--- src/rtl/hls_fp32_mul_core_chn_a_rsci_wait_ctrl_dp_if.sv ---
// chn_a operand channel: upstream vld/rdy/data plus the core-side read/consume controls.
// master = upstream source and core driver; slave = wait-control datapath.
interface hls_fp32_mul_core_chn_a_rsci_wait_ctrl_dp_if #(
  parameter int WIDTH = 32,
  parameter int CNTW  = 16
);
  logic             chn_a_vld;
  logic [WIDTH-1:0] chn_a_data;
  logic             chn_a_rdy;
  logic             chn_a_rsci_iswt0;
  logic             chn_a_rsci_oswt;
  logic             chn_a_rsci_ld_core_psct;
  logic             core_wen;
  logic             core_wten;
  logic [WIDTH-1:0] chn_a_rsci_d_mxwt;
  logic             chn_a_rsci_bawt;
  logic             chn_a_rsci_wen_comp;
  logic [CNTW-1:0]  chn_a_xfer_cnt;

  modport master (
    output chn_a_vld, chn_a_data, chn_a_rsci_iswt0, chn_a_rsci_oswt,
           chn_a_rsci_ld_core_psct, core_wen, core_wten,
    input  chn_a_rdy, chn_a_rsci_d_mxwt, chn_a_rsci_bawt, chn_a_rsci_wen_comp,
           chn_a_xfer_cnt
  );

  modport slave (
    input  chn_a_vld, chn_a_data, chn_a_rsci_iswt0, chn_a_rsci_oswt,
           chn_a_rsci_ld_core_psct, core_wen, core_wten,
    output chn_a_rdy, chn_a_rsci_d_mxwt, chn_a_rsci_bawt, chn_a_rsci_wen_comp,
           chn_a_xfer_cnt
  );
endinterface

--- src/rtl/hls_fp32_mul_core_chn_a_rsci_wait_ctrl_dp.sv ---
// chn_a receive wait control: zero-latency bypass to the core, else a one-entry hold buffer.
// rdy only while a core read is outstanding; a buffered word is held until the core consumes it.
module hls_fp32_mul_core_chn_a_rsci_wait_ctrl_dp #(
  parameter int WIDTH = 32,
  parameter int CNTW  = 16
) (
  input  logic nvdla_core_clk,
  input  logic nvdla_core_rst,
  hls_fp32_mul_core_chn_a_rsci_wait_ctrl_dp_if.slave chn
);

  logic             icwt_q, icwt_d;
  logic             bcwt_q, bcwt_d;
  logic [WIDTH-1:0] d_bfwt_q, d_bfwt_d;
  logic [CNTW-1:0]  cnt_q, cnt_d;

  logic pdswt0, ogwt, rdy, biwt, bdwt, bawt;

  always_comb begin
    pdswt0   = chn.chn_a_rsci_iswt0 & ~chn.core_wten;
    ogwt     = pdswt0 | icwt_q;
    rdy      = chn.chn_a_rsci_ld_core_psct & ogwt;
    biwt     = rdy & chn.chn_a_vld;
    bdwt     = chn.chn_a_rsci_oswt & chn.core_wen;
    bawt     = biwt | bcwt_q;

    // An unsatisfied read stays pending across stalls, so no re-issue is needed.
    icwt_d   = ogwt & ~biwt;
    bcwt_d   = (bcwt_q | biwt) & ~bdwt;
    d_bfwt_d = d_bfwt_q;
    cnt_d    = cnt_q;
    if (biwt) begin
      d_bfwt_d = chn.chn_a_data;
      cnt_d    = cnt_q + CNTW'(1);
    end
  end

  always_ff @(posedge nvdla_core_clk) begin
    if (nvdla_core_rst) begin
      icwt_q   <= 1'b0;
      bcwt_q   <= 1'b0;
      d_bfwt_q <= '0;
      cnt_q    <= '0;
    end else begin
      icwt_q   <= icwt_d;
      bcwt_q   <= bcwt_d;
      d_bfwt_q <= d_bfwt_d;
      cnt_q    <= cnt_d;
    end
  end

  assign chn.chn_a_rdy           = rdy;
  assign chn.chn_a_rsci_bawt     = bawt;
  assign chn.chn_a_rsci_d_mxwt   = bcwt_q ? d_bfwt_q : chn.chn_a_data;
  assign chn.chn_a_rsci_wen_comp = ~chn.chn_a_rsci_oswt | bawt;
  assign chn.chn_a_xfer_cnt      = cnt_q;

endmodule

--- src/flat_wrapper.sv ---
// flat-port wrapper written by rule: the top's interface ports become plain ports
module hls_fp32_mul_core_chn_a_rsci_wait_ctrl_dp_flat 
#(
  parameter int WIDTH = 32,
  parameter int CNTW  = 16
)
  (nvdla_core_clk, nvdla_core_rst, chn_chn_a_vld, chn_chn_a_data, chn_chn_a_rsci_iswt0, chn_chn_a_rsci_oswt, chn_chn_a_rsci_ld_core_psct, chn_core_wen, chn_core_wten, chn_chn_a_rdy, chn_chn_a_rsci_d_mxwt, chn_chn_a_rsci_bawt, chn_chn_a_rsci_wen_comp, chn_chn_a_xfer_cnt);
  hls_fp32_mul_core_chn_a_rsci_wait_ctrl_dp_if #(.WIDTH(WIDTH), .CNTW(CNTW)) chn_i ();
  input  logic nvdla_core_clk;
  input  logic nvdla_core_rst;
  input wire logic [$bits(chn_i.chn_a_vld)-1:0] chn_chn_a_vld;
  input wire logic [$bits(chn_i.chn_a_data)-1:0] chn_chn_a_data;
  input wire logic [$bits(chn_i.chn_a_rsci_iswt0)-1:0] chn_chn_a_rsci_iswt0;
  input wire logic [$bits(chn_i.chn_a_rsci_oswt)-1:0] chn_chn_a_rsci_oswt;
  input wire logic [$bits(chn_i.chn_a_rsci_ld_core_psct)-1:0] chn_chn_a_rsci_ld_core_psct;
  input wire logic [$bits(chn_i.core_wen)-1:0] chn_core_wen;
  input wire logic [$bits(chn_i.core_wten)-1:0] chn_core_wten;
  output wire logic [$bits(chn_i.chn_a_rdy)-1:0] chn_chn_a_rdy;
  output wire logic [$bits(chn_i.chn_a_rsci_d_mxwt)-1:0] chn_chn_a_rsci_d_mxwt;
  output wire logic [$bits(chn_i.chn_a_rsci_bawt)-1:0] chn_chn_a_rsci_bawt;
  output wire logic [$bits(chn_i.chn_a_rsci_wen_comp)-1:0] chn_chn_a_rsci_wen_comp;
  output wire logic [$bits(chn_i.chn_a_xfer_cnt)-1:0] chn_chn_a_xfer_cnt;
  assign chn_i.chn_a_vld = chn_chn_a_vld;
  assign chn_i.chn_a_data = chn_chn_a_data;
  assign chn_i.chn_a_rsci_iswt0 = chn_chn_a_rsci_iswt0;
  assign chn_i.chn_a_rsci_oswt = chn_chn_a_rsci_oswt;
  assign chn_i.chn_a_rsci_ld_core_psct = chn_chn_a_rsci_ld_core_psct;
  assign chn_i.core_wen = chn_core_wen;
  assign chn_i.core_wten = chn_core_wten;
  assign chn_chn_a_rdy = chn_i.chn_a_rdy;
  assign chn_chn_a_rsci_d_mxwt = chn_i.chn_a_rsci_d_mxwt;
  assign chn_chn_a_rsci_bawt = chn_i.chn_a_rsci_bawt;
  assign chn_chn_a_rsci_wen_comp = chn_i.chn_a_rsci_wen_comp;
  assign chn_chn_a_xfer_cnt = chn_i.chn_a_xfer_cnt;
  hls_fp32_mul_core_chn_a_rsci_wait_ctrl_dp #(.WIDTH(WIDTH), .CNTW(CNTW)) u_core (.nvdla_core_clk(nvdla_core_clk), .nvdla_core_rst(nvdla_core_rst), .chn(chn_i));
endmodule
--- config.mk ---
export PLATFORM = sky130hd
export DESIGN_NAME = hls_fp32_mul_core_chn_a_rsci_wait_ctrl_dp_flat
export DESIGN_NICKNAME = d
export VERILOG_FILES = /design/src/rtl/hls_fp32_mul_core_chn_a_rsci_wait_ctrl_dp_if.sv /design/src/rtl/hls_fp32_mul_core_chn_a_rsci_wait_ctrl_dp.sv /design/src/flat_wrapper.sv
export SDC_FILE = /design/constraint.sdc
export NUM_CORES = 1
export LEC_CHECK = 0
export ABC_AREA = 1
export BUFFER_PORTS_ARGS = -buffer_cell sky130_fd_sc_hd__buf_2
export CORE_ASPECT_RATIO = 1.5
export CORE_MARGIN = 1
export CORE_UTILIZATION = 30
export CTS_BUF_LIST = sky130_fd_sc_hd__clkbuf_16
export CTS_CLUSTER_DIAMETER = 120
export CTS_CLUSTER_SIZE = 8
export DETAILED_ROUTE_END_ITERATION = 12
export PLACE_DENSITY_LB_ADDON = 0.08
export SYNTH_ARGS = -nofsm -noshare
export SYNTH_HDL_FRONTEND = slang
export SYNTH_SLANG_ARGS = --single-unit
--- constraint.sdc ---
create_clock -name nvdla_core_clk -period 1.6 [get_ports nvdla_core_clk]
set_input_delay 0.4 -clock nvdla_core_clk [delete_from_list [all_inputs] [get_ports nvdla_core_clk]]
set_output_delay 0.4 -clock nvdla_core_clk [all_outputs]
set_load 0.02 [all_outputs]
==> After elaboration in Yosys (flattened, before gate mapping) <==
Index checks and enable logic that the tools add are counted.
{ "classes": {"mux": 1, "bitwise_logic": 13, "addsub": 1} }
{ "op_table": {"columns": ["operator", "count"], "rows": [
  ["2-to-1 mux 32 bit", 1],
  ["adder 16 x 1 -> 16 bit (second input constant)", 1],
  ["bitwise AND 1 bit", 6],
  ["NOT 1 bit", 4],
  ["OR 1 bit", 3]
]} }
{ "totals": {"regBits": 50, "in_bits": 40, "elab_cells": 19, "output_inout_bits": 51} }

==> Depth between registers and ports, before layout <==
{ "depth": {"ltp_word": 7, "mapped_depth": 9, "ltp_nobuf": 8} }

==> Least setup slack after synthesis <==
No wires, ideal clock.
{ "synth_timing": {"path_kind": "input port to output port", "from": "in chn_core_wten", "to": "out chn_chn_a_rsci_wen_comp", "path_buffers": 1, "setup_slack_ns": 0.018, "cell_stages": 8, "arrival_ns": 1.182, "path_cell_list": "inv_1 nand2_1 nand2_2 nand3_2 buf_6 nand2_1 inv_1 nand2_1"} }
{ "synth_via": {"elab_chain_cells": 7} }
{ "synth_lines": {"columns": ["item", "line", "source"], "rows": [
  ["start, declared", "flat_wrapper.sv:17", "input wire logic [$bits(chn_i.core_wten)-1:0] chn_core_wten;"],
  ["NOT 1 bit", "hls_fp32_mul_core_chn_a_rsci_wait_ctrl_dp.sv:20", "pdswt0 = chn.chn_a_rsci_iswt0 & ~chn.core_wten;"],
  ["bitwise AND 1 bit", "hls_fp32_mul_core_chn_a_rsci_wait_ctrl_dp.sv:20", null],
  ["OR 1 bit", "hls_fp32_mul_core_chn_a_rsci_wait_ctrl_dp.sv:21", "ogwt = pdswt0 | icwt_q;"],
  ["bitwise AND 1 bit", "hls_fp32_mul_core_chn_a_rsci_wait_ctrl_dp.sv:22", "rdy = chn.chn_a_rsci_ld_core_psct & ogwt;"],
  ["bitwise AND 1 bit", "hls_fp32_mul_core_chn_a_rsci_wait_ctrl_dp.sv:23", "biwt = rdy & chn.chn_a_vld;"],
  ["OR 1 bit", "hls_fp32_mul_core_chn_a_rsci_wait_ctrl_dp.sv:25", "bawt = biwt | bcwt_q;"],
  ["named net chn_chn_a_rsci_bawt", "flat_wrapper.sv:20", "output wire logic [$bits(chn_i.chn_a_rsci_bawt)-1:0] chn_chn_a_rsci_bawt;"],
  ["OR 1 bit", "hls_fp32_mul_core_chn_a_rsci_wait_ctrl_dp.sv:55", "assign chn.chn_a_rsci_wen_comp = ~chn.chn_a_rsci_oswt | bawt;"],
  ["end, declared", "flat_wrapper.sv:21", "output wire logic [$bits(chn_i.chn_a_rsci_wen_comp)-1:0] chn_chn_a_rsci_wen_comp;"]
]} }
The timed path passes the listed nets, and every way through them passes these cells.

==> Worst setup path after layout <==
{ "layout_timing": {"from": "reg u_core.bcwt_q", "to": "out chn_chn_a_rsci_d_mxwt[0]"} }
{ "layout_via": {"elab_chain_cells": 1} }
{ "layout_lines": {"columns": ["item", "line", "source"], "rows": [
  ["start, declared", "hls_fp32_mul_core_chn_a_rsci_wait_ctrl_dp.sv:13", "logic bcwt_q, bcwt_d;"],
  ["start signal, assigned", "hls_fp32_mul_core_chn_a_rsci_wait_ctrl_dp.sv:46", "bcwt_q <= bcwt_d;"],
  ["2-to-1 mux 32 bit", "hls_fp32_mul_core_chn_a_rsci_wait_ctrl_dp.sv:54", "assign chn.chn_a_rsci_d_mxwt = bcwt_q ? d_bfwt_q : chn.chn_a_data;"],
  ["end, declared", "flat_wrapper.sv:19", "output wire logic [$bits(chn_i.chn_a_rsci_d_mxwt)-1:0] chn_chn_a_rsci_d_mxwt;"]
]} }
Every way passes these cells.

==> run summary <==
Post-synthesis sequential area ratio - 0.429
Port-buffer cells - 90
Crit. End Element - primary output
Tcrit/Tclk final - 1.02
Arr. time, crit path - 1230 ps
Initial Util - 0.309
Top cells by instance count after synthesis - nand2_1 (69), o21ai_0 (65), dfxtp_1 (50), inv_1 (47), a21oi_1 (43)
Latest clock arrival within the worst-skew pair - 280 ps
Residual DRC - 0
Syn-to-layout area delta - 50.5%
Place WS - 96.5 ps
Clk slew on worst S/H paths - 60 ps
Final Skew - 5.38 ps
Pwr/cell area - 873 nW/um^2
CTS tree - yes
Syn nets - 382
DR vias/cell - 4.54
GR Layer Usage met3 - 0.0218
Post-CTS Hold Buffers - 0
RSZ-0062 raised after global routing - yes
Antenna-violating nets left - 0
Cells after synthesis - 341
Clock tree buffer depth - 2
H-tree lvl count - 2
Die Width - 74.0 um
Antenna diode count - 0
Final Max Tran Viols - 0
CTS Buf Count - 5
Library cells used by synthesis - 21
Dpl hpwl - 4010 um
Max Clk Rate - 612 MHz
Global Route Usage Sum - 0.158
Ys async rst share - 0
Vias after detailed routing - 2416
Met2 usage - 0.299
Top cells by area, synth - dfxtp_1 (43%), o21ai_0 (14%), nand2_1 (11%), a21oi_1 (9.2%), inv_1 (7.6%)
CP Launch Type - flip-flop
Io pins - 91
Worst hold stages - 2
Failing checks - negative setup slack
Post-route setup slack - -32.9 ps
Std-Cell Rows - 39
Routed WL - 6420 um
Post-synth EDFFs - 0
Ys flop type - dfxtp_1
Worst-path fanout max - 17
DRT Pass-1 Iters - 4
Fin crit period - 1630 ps
Core Region - 7560 um^2
Lkg Pwr - 1.60 nW
Ys Warns - 0
Fraction of layout cells with a size suffix above 1 - 0.360
Setup repair bufs after CTS - 0
Met1 global-route usage - 0.177
Clk sinks - 50
Worst ir drop on vdd - 0.471 mV
R2R Setup Slk - 210 ps
Syn_area_per_cell - 6.85 um^2
Clk root buf - clkbuf_16
Worst R2R Path Depth - 8
Gr ovfl total - 0
Critical Path RT - 1200 ps
Die height - 110 um
Synth area leader - dfxtp_1
Status - finished with violations
Largest net degree at the start of global routing - 68
Tightest Pin Transition - 276 ps
Iteration-0 DRC Markers - 60
Vias in the first global route - 2180
Avg WL per Cell - 12.1 um
Initial antenna violation count - 0
Yosys reg bits - 50
Final setup fails - 14
Die ar. - 8150 um^2
GRT busiest layer - met2
Hold Fails Final Rpt - 0
Global-route wire length before repair - 10000 um
Most common cell in the netlist - nand2_1
GPL Wtd Cong - 0.760
Share of the synthesized area in the top cell type - 0.429
Mapped Area - 2330 um^2
Hold Crit Class - input port to flip-flop
Layout Nets - 470
Final worst hold slack - 315 ps
Max_cap viols - 0
Crit Path Class - flip-flop to primary output
Max_slew headroom - 0.816
cells in the final DEF (no fill, tap or decap), types with 3 or more instances in the layout:
| cell type | Yosys | layout |
|---|---|---|
| o21ai_2 | 0 | 25 |
| inv_1 | 47 | 45 |
| dfxtp_1 | 50 | 48 |
| nor2_1 | 22 | 22 |
| buf_12 | 0 | 4 |
| clkbuf_16 | 0 | 8 |
| nor3_1 | 3 | 3 |
| nand3_1 | 9 | 9 |
| o21ai_1 | 1 | 6 |
| buf_4 | 1 | 17 |
| buf_6 | 2 | 17 |
| o21ai_0 | 65 | 33 |
| buf_2 | 4 | 57 |
| a21oi_1 | 43 | 43 |
| nand2_2 | 2 | 8 |
| nand2_1 | 69 | 62 |
worst max-delay path, stage by stage (launching register included):
cell      delay [ps]
dfxtp_4          370
clkinv_8         100
buf_16           180
o21ai_1          140
buf_4            160
state kept, by name, indices dropped and copies added (netlist names):
| name | cells |
|---|---|
| u_core.bcwt_q | 1 |
| u_core.chn.chn_a_xfer_cnt | 16 |
| u_core.d_bfwt_q | 32 |
| u_core.icwt_q | 1 |
final cells by class:
type | count | area (um^2)
clock buffers | 5 | 125
clock inverters | 3 | 40.0
fillers | 776 | 4050
inverters | 47 | 189
multi-input cells | 225 | 1210
flip-flops and latches | 50 | 1010
well taps | 102 | 128
repair buffers | 100 | 815
metrics by stage:
step | utilization | instance area (um^2) | setup TNS, ps | power, W | cells
final | 0.465 | 3510 | -188 | 0.00307 | 532
after global routing | 0.465 | 3510 | -1710 | 0.00322 | 532
after CTS | 0.432 | 3270 | -50.0 | 0.00305 | 529
after detailed placement | 0.384 | 2910 | 0 | 0.00176 | 519
after global placement | 0.384 | 2910 | 0 | 0.00176 | 519
after floorplan | - | 2330 | 0 | 0.00159 | 341
final timing paths:
kind                                                    from                             to
worst max-delay path                           u_core.bcwt_q       chn_chn_a_rsci_d_mxwt[0]
worst min-delay path                            chn_core_wen                  u_core.bcwt_q
worst max register to register  u_core.chn.chn_a_xfer_cnt[1]  u_core.chn.chn_a_xfer_cnt[12]
worst min register to register            u_core.d_bfwt_q[7]             u_core.d_bfwt_q[7]
timing repair:
action | CTS | global route
gates cloned | 2 | 3
gates resized for setup | 82 | 51
endpoints found under the setup margin | 33 | 35
pin swaps | 0 | 2
metal layers:
metal  vias to the layer above  part of all wire
met5                         -                 0
met4                         0             0.011
met3                         7             0.027
met2                        44              0.55
met1                      1097              0.41
li1                       1268                 -
cells by family after synthesis:
logic type,after synthesis,share of synthesized area
buf+inv,66,0.116
compound gates,110,0.237
flops,50,0.429
simple gates,112,0.205
xor+xnor,2,0.00750
fa+ha+maj,1,0.00536
power by group:
| part | switching [W] | internal (W) | total [W] |
|---|---|---|---|
| Combinational | 0.000320 | 0.000250 | 0.000570 |
| Sequential | 0.0000139 | 0.00129 | 0.00131 |
| Clock | 0.000459 | 0.000732 | 0.00119 |
(Power assumes the default switching activity.)
